File: src/rtl/pwm_multi_ctrl.sv
// Multi-channel PWM controller: debounced-free switch edges pick a channel's target
// duty and start/stop it; applied duty slews toward its goal at the ramp rate.

module pwm_lane #(
    parameter int WIDTH = 8,
    parameter int STEP  = 1
) (
    input  logic             clk,
    input  logic             rst,
    input  logic             inc_hit,
    input  logic             dec_hit,
    input  logic             tgl,
    input  logic             tick,
    input  logic [WIDTH-1:0] pwm_cnt,
    output logic             pwm_out,
    output logic             running,
    output logic             ramping,
    output logic [WIDTH-1:0] target
);
    typedef enum logic [1:0] {STOPPED, ACTIVE, STOPPING} state_t;

    localparam logic [WIDTH-1:0] MAX_W  = '1;
    localparam logic [WIDTH-1:0] STEP_W = WIDTH'(STEP);

    state_t           state, state_nx;
    logic [WIDTH-1:0] applied, compare, goal;
    logic [WIDTH:0]   inc_sum;

    assign inc_sum = {1'b0, target} + {1'b0, STEP_W};

    always_ff @(posedge clk or posedge rst) begin
        if (rst) begin
            target <= '0;
        end else if (inc_hit) begin
            target <= (inc_sum > {1'b0, MAX_W}) ? MAX_W : inc_sum[WIDTH-1:0];
        end else if (dec_hit) begin
            target <= (target < STEP_W) ? '0 : target - STEP_W;
        end
    end

    always_ff @(posedge clk or posedge rst) begin
        if (rst) state <= STOPPED;
        else     state <= state_nx;
    end

    always_comb begin
        state_nx = state;
        goal     = '0;
        running  = 1'b0;
        case (state)
            STOPPED: begin
                if (tgl) state_nx = ACTIVE;
            end
            ACTIVE: begin
                goal    = target;
                running = 1'b1;
                if (tgl) state_nx = STOPPING;
            end
            STOPPING: begin
                running = 1'b1;
                if (tgl)                 state_nx = ACTIVE;
                else if (applied == '0)  state_nx = STOPPED;
            end
            default: state_nx = STOPPED;
        endcase
    end

    assign ramping = (applied != goal);

    // compare only reloads at period start so a period is never cut short or stretched
    always_ff @(posedge clk or posedge rst) begin
        if (rst) begin
            applied <= '0;
            compare <= '0;
            pwm_out <= 1'b0;
        end else begin
            if (tick) begin
                if (applied < goal)      applied <= applied + 1'b1;
                else if (applied > goal) applied <= applied - 1'b1;
            end
            if (pwm_cnt == '0) compare <= applied;
            pwm_out <= running && (pwm_cnt < compare);
        end
    end
endmodule

module pwm_multi_ctrl #(
    parameter int  CHANNELS = 4,
    parameter int  WIDTH    = 8,
    parameter int  STEP     = 1,
    parameter int  RAMP_DIV = 1024,
    localparam int SEL_W    = (CHANNELS > 1) ? $clog2(CHANNELS) : 1
) (
    input  logic                clk,
    input  logic                rst,
    input  logic [SEL_W-1:0]    sel,
    input  logic                inc,
    input  logic                dec,
    input  logic                start_stop,
    output logic [CHANNELS-1:0] pwm_out,
    output logic [CHANNELS-1:0] running,
    output logic [WIDTH-1:0]    duty_sel,
    output logic [CHANNELS-1:0] ramping
);
    localparam int             PW       = (RAMP_DIV > 1) ? $clog2(RAMP_DIV) : 1;
    localparam logic [PW-1:0]  PRE_LAST = PW'(RAMP_DIV - 1);
    localparam logic [WIDTH-1:0] CNT_LAST = WIDTH'((2 ** WIDTH) - 2);

    // bit 0 inc, bit 1 dec, bit 2 start_stop
    logic [2:0] sync_s1, sync_s2, sync_d, edge_raw;
    logic [1:0] guard;
    logic       en, sel_ok, inc_e, dec_e, tgl_e, tick;
    logic [PW-1:0]    presc;
    logic [WIDTH-1:0] pwm_cnt;
    logic [CHANNELS-1:0][WIDTH-1:0] targets;

    always_ff @(posedge clk or posedge rst) begin
        if (rst) begin
            sync_s1 <= '0;
            sync_s2 <= '0;
            sync_d  <= '0;
            guard   <= '0;
        end else begin
            sync_s1 <= {start_stop, dec, inc};
            sync_s2 <= sync_s1;
            sync_d  <= sync_s2;
            if (guard != 2'd3) guard <= guard + 2'd1;
        end
    end

    // guard holds off the first three edges so a switch held through reset is not seen as a press
    assign en       = (guard == 2'd3);
    assign edge_raw = sync_s2 & ~sync_d;
    assign sel_ok   = ({1'b0, sel} < (SEL_W + 1)'(CHANNELS));
    assign inc_e    = en && sel_ok && edge_raw[0] && !edge_raw[1];
    assign dec_e    = en && sel_ok && edge_raw[1] && !edge_raw[0];
    assign tgl_e    = en && sel_ok && edge_raw[2];

    always_ff @(posedge clk or posedge rst) begin
        if (rst) begin
            presc   <= '0;
            pwm_cnt <= '0;
        end else begin
            presc   <= (presc == PRE_LAST) ? '0 : presc + 1'b1;
            pwm_cnt <= (pwm_cnt >= CNT_LAST) ? '0 : pwm_cnt + 1'b1;
        end
    end

    assign tick = (presc == PRE_LAST);

    for (genvar i = 0; i < CHANNELS; i++) begin : g_lane
        logic hit;
        assign hit = (sel == SEL_W'(i));
        pwm_lane #(.WIDTH(WIDTH), .STEP(STEP)) u_lane (
            .clk     (clk),
            .rst     (rst),
            .inc_hit (inc_e && hit),
            .dec_hit (dec_e && hit),
            .tgl     (tgl_e && hit),
            .tick    (tick),
            .pwm_cnt (pwm_cnt),
            .pwm_out (pwm_out[i]),
            .running (running[i]),
            .ramping (ramping[i]),
            .target  (targets[i])
        );
    end

    assign duty_sel = sel_ok ? targets[sel] : '0;
endmodule

File: config.mk
export PLATFORM = sky130hd
export DESIGN_NAME = pwm_multi_ctrl
export DESIGN_NICKNAME = d
export VERILOG_FILES = /design/src/rtl/pwm_multi_ctrl.sv
export SDC_FILE = /design/constraint.sdc
export NUM_CORES = 1
export LEC_CHECK = 0
export BUFFER_PORTS_ARGS = -buffer_cell sky130_fd_sc_hd__buf_2
export CELL_PAD_IN_SITES_DETAIL_PLACEMENT = 1
export CELL_PAD_IN_SITES_GLOBAL_PLACEMENT = 2
export CORE_UTILIZATION = 41
export CTS_CLUSTER_SIZE = 8
export DETAILED_ROUTE_END_ITERATION = 10
export GPL_TIMING_DRIVEN = 0
export MAX_ROUTING_LAYER = met4
export PLACE_DENSITY_LB_ADDON = 0.2
export SKIP_CTS_REPAIR_TIMING = 1
export SYNTH_ARGS = -nofsm -noshare
export SYNTH_HDL_FRONTEND = slang
export SYNTH_HIERARCHICAL = 1
export SYNTH_SLANG_ARGS = --single-unit
File: constraint.sdc
create_clock -name clk -period 4.9 [get_ports clk]
set_clock_uncertainty 0.15 [all_clocks]
set_input_delay 0.98 -clock clk [delete_from_list [all_inputs] [get_ports clk]]
set_output_delay 0.98 -clock clk [all_outputs]
set_load 0.1 [all_outputs]
==> results of run 1 <==
[area by class of cell]
type	instances	share of cell area, %
Timing Repair Buffer	26	1.369
Multi-Input combinational cell	832	54.40
Sequential cell	137	30.74
Clock inverter	13	1.088
Inverter	76	2.558
Tap cell	319	3.579
Clock buffer	19	3.971
Buffer	40	2.300
[cell families after synthesis]
group / after synthesis / synth area share [%]
and+or+nand+nor: 370 / 18.72
adders and majority gates: 124 / 15.76
muxes: 48 / 6.383
AOI/OAI and AO/OA: 241 / 15.31
xor gates and xnor gates: 49 / 4.276
buffers and inverters: 116 / 5.398
DFF: 137 / 34.16
[how the worst max path moves through the flow]
| stage | to | slack (ns) | depth (start not counted) |
|---|---|---|---|
| after floorplan | g_lane[2].u_lane/applied[7]$_DFFE_PP0P_ | 1.30 | 12 |
| after global placement | g_lane[2].u_lane/applied[7]$_DFFE_PP0P_ | 0.90 | 16 |
| after detailed placement | g_lane[2].u_lane/applied[7]$_DFFE_PP0P_ | 0.87 | 16 |
| after CTS | g_lane[2].u_lane/applied[7]$_DFFE_PP0P_ | 0.81 | 16 |
| after global routing | g_lane[2].u_lane/applied[7]$_DFFE_PP0P_ | 0.51 | 16 |
| final | g_lane[2].u_lane/applied[7]$_DFFE_PP0P_ | 0.81 | 16 |
[critical path: stages (launching register included)]
cell and delay [ns]:
dfrtp_1 0.41, inv_1 0.14, ha_1 0.16, clkbuf_1 0.26, nand2_1 0.11, ha_1 0.31
nor2b_1 0.14, o21a_1 0.19, o21a_1 0.21, or2_2 0.37, ha_1 0.30, a21oi_1 0.20
o211ai_1 0.14, o41ai_1 0.37, o21ai_0 0.17, a21oi_1 0.24, xor2_1 0.16
[cell usage in the layout, fill, tap and decap left out, types with 5 or more instances in the layout]
cell,instances
nand3_1,27
nand2_1,140
a31oi_1,15
dfrtp_1,137
o21a_1,7
nor4_1,25
inv_1,76
or3_1,10
o21ai_1,9
ha_1,120
o21ai_0,53
and2_1,8
mux2_1,10
nor2b_1,8
nor3_1,20
clkbuf_1,12
o22ai_1,5
xor2_1,23
nand2b_1,10
and3_1,5
nand3b_1,8
mux2_2,26
clkbuf_16,17
o211ai_1,19
buf_6,6
nand4_1,5
xnor2_1,26
buf_2,34
buf_4,8
o22a_1,5
o21bai_1,6
a21oi_1,67
a21o_1,13
nor2_1,72
[state kept, by name, summed over array words and instances, names as in the netlist]
register and flops:
g_lane.u_lane/applied 32, g_lane.u_lane/compare 32, g_lane.u_lane/target 32, presc 10, g_lane.u_lane/state 8, pwm_cnt 8, g_lane.u_lane/pwm_out 4, sync_d 3
sync_s1 3, sync_s2 3, guard 2
[power groups by stage]
stage	combinational (W)	sequential, W	clock, W
final	0.00260	0.00148	0.00127
after global routing	0.00286	0.00150	0.00134
after CTS	0.00261	0.00149	0.00130
after detailed placement	0.00260	0.00151	0
after global placement	0.00256	0.00150	0
after floorplan	0.00214	0.00140	0
[per-stage QoR]
| step | instance area, um^2 | hold slack, ns | worst slack (ns) | std cells |
|---|---|---|---|---|
| global placement | 10560 | 0.1818 | 0.8955 | 1429 |
| finish | 11150 | 0.1991 | 0.8085 | 1462 |
| floorplan | 10040 | 0.1812 | 1.302 | 1085 |
| detailed placement | 10560 | 0.1864 | 0.8705 | 1429 |
| CTS | 11130 | 0.2013 | 0.8058 | 1461 |
| global route | 11150 | 0.2124 | 0.5141 | 1462 |
[metal layers]
| layer | share of wire, % | vias to the layer above | wire length [um] | global-route usage, % |
|---|---|---|---|---|
| li1 | - | 3981 | - | - |
| met2 | 50 | 83 | 13220 | 39.66 |
| met5 | 0 | - | 0 | - |
| met4 | 1.1 | 0 | 291 | 5.495 |
| met3 | 2.2 | 20 | 589 | 3.348 |
| met1 | 47 | 4069 | 12510 | 29.26 |
==> impl_metrics.toml, run 1 <==
[synthesis]
yosysTopAreaCell = "dfrtp_1"
synth_seq_cells = 137
synthArstFlopShare_pct = 100.0
synth-edff-count = 0
yosys_warnings = 6
synth_top_area_share_pct = 34.16
syn_inst = 1085
synth_most_common_cell = "nand2_1"
synth_area_leaders = "dfrtp_1 34%, ha_1 15%, nand2_1 5.2%"
ys.flop_type = "dfrtp_1"
ys_top_cells_by_count = "140 x nand2_1, 137 x dfrtp_1, 120 x ha_1, 76 x inv_1, 72 x nor2_1"
seq_area_frac_synth_pct = 34.16
synthesis.nets = 1216
synth_cell_type_count = 76
avgSynthCellArea_um2 = 9.251
syn_area_mm2 = 0.01004

[worst_hold_path]
min_from = "sync_s1[2]$_DFF_PP0_"
min_path_type = "flip-flop to flip-flop"
whs_endpoint = "sync_s2[2]$_DFF_PP0_"
hold_depth = 0

[sta]
hold_viol = 0
relSlewSlack_pct = 19.31
fin_crit_sh_pct = 83.50
rsz0062_at_grt = "no"
fmaxAchievable_mhz = 244.4
setup_viol = 0
post-route-min-period_ns = 4.092
worstMarginPinSlew_ns = 1.209
drv_slew = 0
tns_ns = 0

[global_route]
grt_pass1_vias = 8371
grt_usage_pct = 23.35
overflow = 0
grt_pass1_wl_um = 44040
antenna_found_initial = 0
grt_max_degree = 30

[finish]
diodes = 0
multiInputGateArea_mm2 = 0.006067
drive_above_1_share_pct = 12.69
syn_to_final_growth_pct = 11.12
post-route-util_pct = 46.96
regArea_mm2 = 0.003428
fillCellCount = 2736
nNetsFinal = 1261

[floorplan]
start_util_pct = 42.26
std_cell_rows = 56
die-width_um = 158.5
coreArea_mm2 = 0.02375
ios = 27
dieArea_mm2 = 0.02511
die_y_um = 158.5

[pwr]
pwr-share-comb_pct = 48.6
p_leak_nw = 5.124
pwr-share-seq_pct = 27.7
p_total_w = 0.005350
power.switching_w = 0.002546
power.density_mw_per_mm2 = 479.6
ir_drop_v = 0.0004828
switching_share_pct = 47.60
p_int_w = 0.002803
p_clk_share_pct = 23.7

[route]
routedWlPerCell_um = 18.20
via_count = 8153
totalWireLength_um = 26610
drc = 0
dr.pass1.iters = 4
via_per_inst = 5.577
drt_iter0_drc = 360
final_antenna_net_count = 0

[cts]
clk_latency_ns = 0.43
numCtsBuffers = 17
clk_pin_slew_worst_paths_ns = 0.06
root_buffer = "clkbuf_16"
cts_htree_levels = 4
numClockSinks = 137
cts_tree = "done"
clk_path_buf_depth = 2

[worst_setup_path]
r2r_cells = 16
regToRegEndpoint = "g_lane[2].u_lane/applied[7]$_DFFE_PP0P_"
arrival_ns = 4.29
crit_path_end_kind = "flip-flop"
worstPathRequired_ns = 5.10
worst-path-max-fanout = 8
critPathKind = "flip-flop to flip-flop"
crit_path_start = "g_lane[2].u_lane/state[1]$_DFFE_PP0P_"
worstReg2RegStart = "g_lane[2].u_lane/state[1]$_DFFE_PP0P_"
cp-start-kind = "flip-flop"
timing.reg2reg.setup_slack_ns = 0.81

[job]
maxCapViolations = 0

[placed_design]
hpwl_um = 19610
io_buffer_count = 25
gp_congestion = 0.8413

[status]
status = "completed"
(Power assumes the default switching activity.)
==> inputs of run 2 (changes only) <==
--- a/config.mk
+++ b/config.mk
@@ -5,10 +5,11 @@
 export SDC_FILE = /design/constraint.sdc
 export NUM_CORES = 1
 export LEC_CHECK = 0
+export ABC_AREA = 1
 export BUFFER_PORTS_ARGS = -buffer_cell sky130_fd_sc_hd__buf_2
 export CELL_PAD_IN_SITES_DETAIL_PLACEMENT = 1
 export CELL_PAD_IN_SITES_GLOBAL_PLACEMENT = 2
-export CORE_UTILIZATION = 41
+export CORE_UTILIZATION = 38
 export CTS_CLUSTER_SIZE = 8
 export DETAILED_ROUTE_END_ITERATION = 10
 export GPL_TIMING_DRIVEN = 0
==> constraint.sdc (replaced) <==
create_clock -name clk -period 3.9 [get_ports clk]
set_clock_uncertainty 0.15 [all_clocks]
set_input_delay 0.78 -clock clk [delete_from_list [all_inputs] [get_ports clk]]
set_output_delay 0.78 -clock clk [all_outputs]
set_load 0.1 [all_outputs]
==> impl_metrics.toml, run 2 <==
[cts]
numCtsBuffers = 17
cts_tree = "done"
root_buffer = "clkbuf_16"
clk_latency_ns = 0.43
cts_htree_levels = 4
clk_pin_slew_worst_paths_ns = 0.07
clk_path_buf_depth = 2
numClockSinks = 137

[worst_setup_path]
worstPathRequired_ns = 4.05
cp-start-kind = "flip-flop"
regToRegEndpoint = "g_lane[0].u_lane/applied[7]$_DFFE_PP0P_"
worstReg2RegStart = "g_lane[0].u_lane/state[1]$_DFFE_PP0P_"
arrival_ns = 3.67
crit_path_end_kind = "flip-flop"
timing.reg2reg.setup_slack_ns = 0.38
r2r_cells = 17
critPathKind = "flip-flop to flip-flop"
worst-path-max-fanout = 9

[global_route]
grt_max_degree = 30
overflow = 0
grt_pass1_vias = 9385
antenna_found_initial = 0
grt_usage_pct = 22.28
grt_pass1_wl_um = 48510

[finish]
instances_no_fill = 1802
final_cell_mix = "374 x nand2_1, 198 x inv_1, 137 x dfrtp_1"
fillCellCount = 3383
largestRegisters = "g_lane.u_lane/applied (32), g_lane.u_lane/compare (32), g_lane.u_lane/target (32)"
regArea_mm2 = 0.003428
nNetsFinal = 1579
syn_to_final_growth_pct = 11.75
final_area_mm2 = 0.01166
final_common_cell = "nand2_1"
drive_above_1_share_pct = 10.06
multiInputGateArea_mm2 = 0.006087
diodes = 0

[pwr]
p_int_w = 0.003958
pwr-share-comb_pct = 50.9
p_clk_share_pct = 23.2
pwr-share-seq_pct = 25.8
switching_share_pct = 49.64
power.switching_w = 0.003901
power.density_mw_per_mm2 = 674.2
p_total_w = 0.007859
ir_drop_v = 0.0006360
p_leak_nw = 6.103

[synthesis]
seq_area_frac_synth_pct = 32.87
synth_cell_type_count = 46
synth_seq_cells = 137
synth_most_common_cell = "nand2_1"
ys.flop_type = "dfrtp_1"
synth_area_leaders = "dfrtp_1 33%, ha_1 14%, nand2_1 13%"
yosysTopAreaCell = "dfrtp_1"
ys_top_cells_by_count = "375 x nand2_1, 199 x inv_1, 137 x dfrtp_1, 120 x ha_1, 98 x nand3_1"
synthArstFlopShare_pct = 100.0
synthesis.nets = 1534
avgSynthCellArea_um2 = 7.435
syn_area_mm2 = 0.01043
synth-edff-count = 0
syn_inst = 1403
yosys_warnings = 6
synth_top_area_share_pct = 32.87

[floorplan]
dieArea_mm2 = 0.02812
coreArea_mm2 = 0.02695
start_util_pct = 38.70
ios = 27
std_cell_rows = 60
die-width_um = 167.7
die_y_um = 167.7

[sta]
drv_slew = 0
relSlewSlack_pct = 24.65
fmaxAchievable_mhz = 284.0
tns_ns = 0
fin_ws_ns = 0.3785
post-route-min-period_ns = 3.522
worstMarginPinSlew_ns = 1.129
hold_viol = 0
fin_crit_sh_pct = 90.30
setup_viol = 0
rsz0062_at_grt = "no"

[worst_hold_path]
min_from = "sync_s1[0]$_DFF_PP0_"
whs_endpoint = "sync_s2[0]$_DFF_PP0_"
hold_depth = 0
min_path_type = "flip-flop to flip-flop"

[placed_design]
dpl.cell_count = 1770
pre_cts_slack_ns = 0.1884
io_buffer_count = 26
gp_congestion = 0.8625
hpwl_um = 22140
placed_cell_area_mm2 = 0.01099

[route]
drt_iter0_drc = 428
dr.pass1.iters = 4
routedWlPerCell_um = 15.90
totalWireLength_um = 28650
via_per_inst = 5.117
final_antenna_net_count = 0
drc = 0
via_count = 9220

[status]
status = "completed"

[job]
maxCapViolations = 0
## run 2: layer usage
layer | up-vias | share of wire [%] | wire (um) | GRT usage, %
met1 | 4457 | 50 | 14370 | 29.83
li1 | 4665 | - | - | -
met2 | 79 | 46 | 13240 | 35.58
met5 | - | 0 | 0 | -
met4 | 0 | 1.1 | 316 | 4.667
met3 | 19 | 2.5 | 711 | 3.380
## run 2: worst max-delay path by stage
stage,to,start,slack [ns]
after floorplan,g_lane[1].u_lane/applied[6]$_DFFE_PP0P_,g_lane[1].u_lane/state[1]$_DFFE_PP0P_,0.59
after global placement,g_lane[0].u_lane/applied[7]$_DFFE_PP0P_,g_lane[0].u_lane/state[1]$_DFFE_PP0P_,0.25
after detailed placement,g_lane[0].u_lane/applied[7]$_DFFE_PP0P_,g_lane[0].u_lane/state[1]$_DFFE_PP0P_,0.19
after CTS,g_lane[0].u_lane/applied[7]$_DFFE_PP0P_,g_lane[0].u_lane/state[1]$_DFFE_PP0P_,0.13
after global routing,g_lane[3].u_lane/applied[7]$_DFFE_PP0P_,g_lane[3].u_lane/state[1]$_DFFE_PP0P_,0.01
final,g_lane[0].u_lane/applied[7]$_DFFE_PP0P_,g_lane[0].u_lane/state[1]$_DFFE_PP0P_,0.38
## run 2: power by group through the flow
stage | Sequential (W) | Clock, W | Combinational [W]
after floorplan | 0.00188 | 0 | 0.00329
after global placement | 0.00205 | 0 | 0.00394
after detailed placement | 0.00206 | 0 | 0.00401
after CTS | 0.00203 | 0.00187 | 0.00404
after global routing | 0.00207 | 0.00192 | 0.00448
final | 0.00203 | 0.00183 | 0.00400
## run 2: worst max-delay path, stage by stage (launching register included)
cell and delay [ns]:
dfrtp_1 0.40, inv_1 0.12, ha_2 0.30, nand2_1 0.09, ha_1 0.30, a21oi_1 0.18
nor2_1 0.06, nor3_1 0.20, nand2_1 0.30, ha_1 0.43, a21oi_1 0.21, o21ai_0 0.10
a31oi_1 0.25, inv_1 0.07, nand2_1 0.07, nand2_1 0.05, nand2_1 0.04, o21ai_0 0.07
## run 2: through the flow
stage / hold WS [ns] / utilization (%)
2_1_floorplan: 0.1812 / -
3_5_place_dp: 0.1964 / 40.77
6_report: 0.2073 / 43.25
5_1_grt: 0.2148 / 43.25
4_1_cts: 0.2108 / 43.19
3_3_place_gp: 0.1859 / 40.77
## run 2: kinds of logic after synthesis
logic type	synth area share, %
compound gates	11.14
xor+xnor	2.771
fa+ha+maj	15.16
buf+inv	8.828
flops	32.87
mux	0.1079
simple gates	29.12
## run 2: final cells by class
class,count,area share [%]
Multi-Input combinational cell,1034,52.22
Sequential cell,137,29.41
Inverter,211,6.794
Clock buffer,21,3.950
Tap cell,341,3.660
Clock inverter,11,1.653
Timing Repair Buffer,27,1.245
Buffer,20,1.073
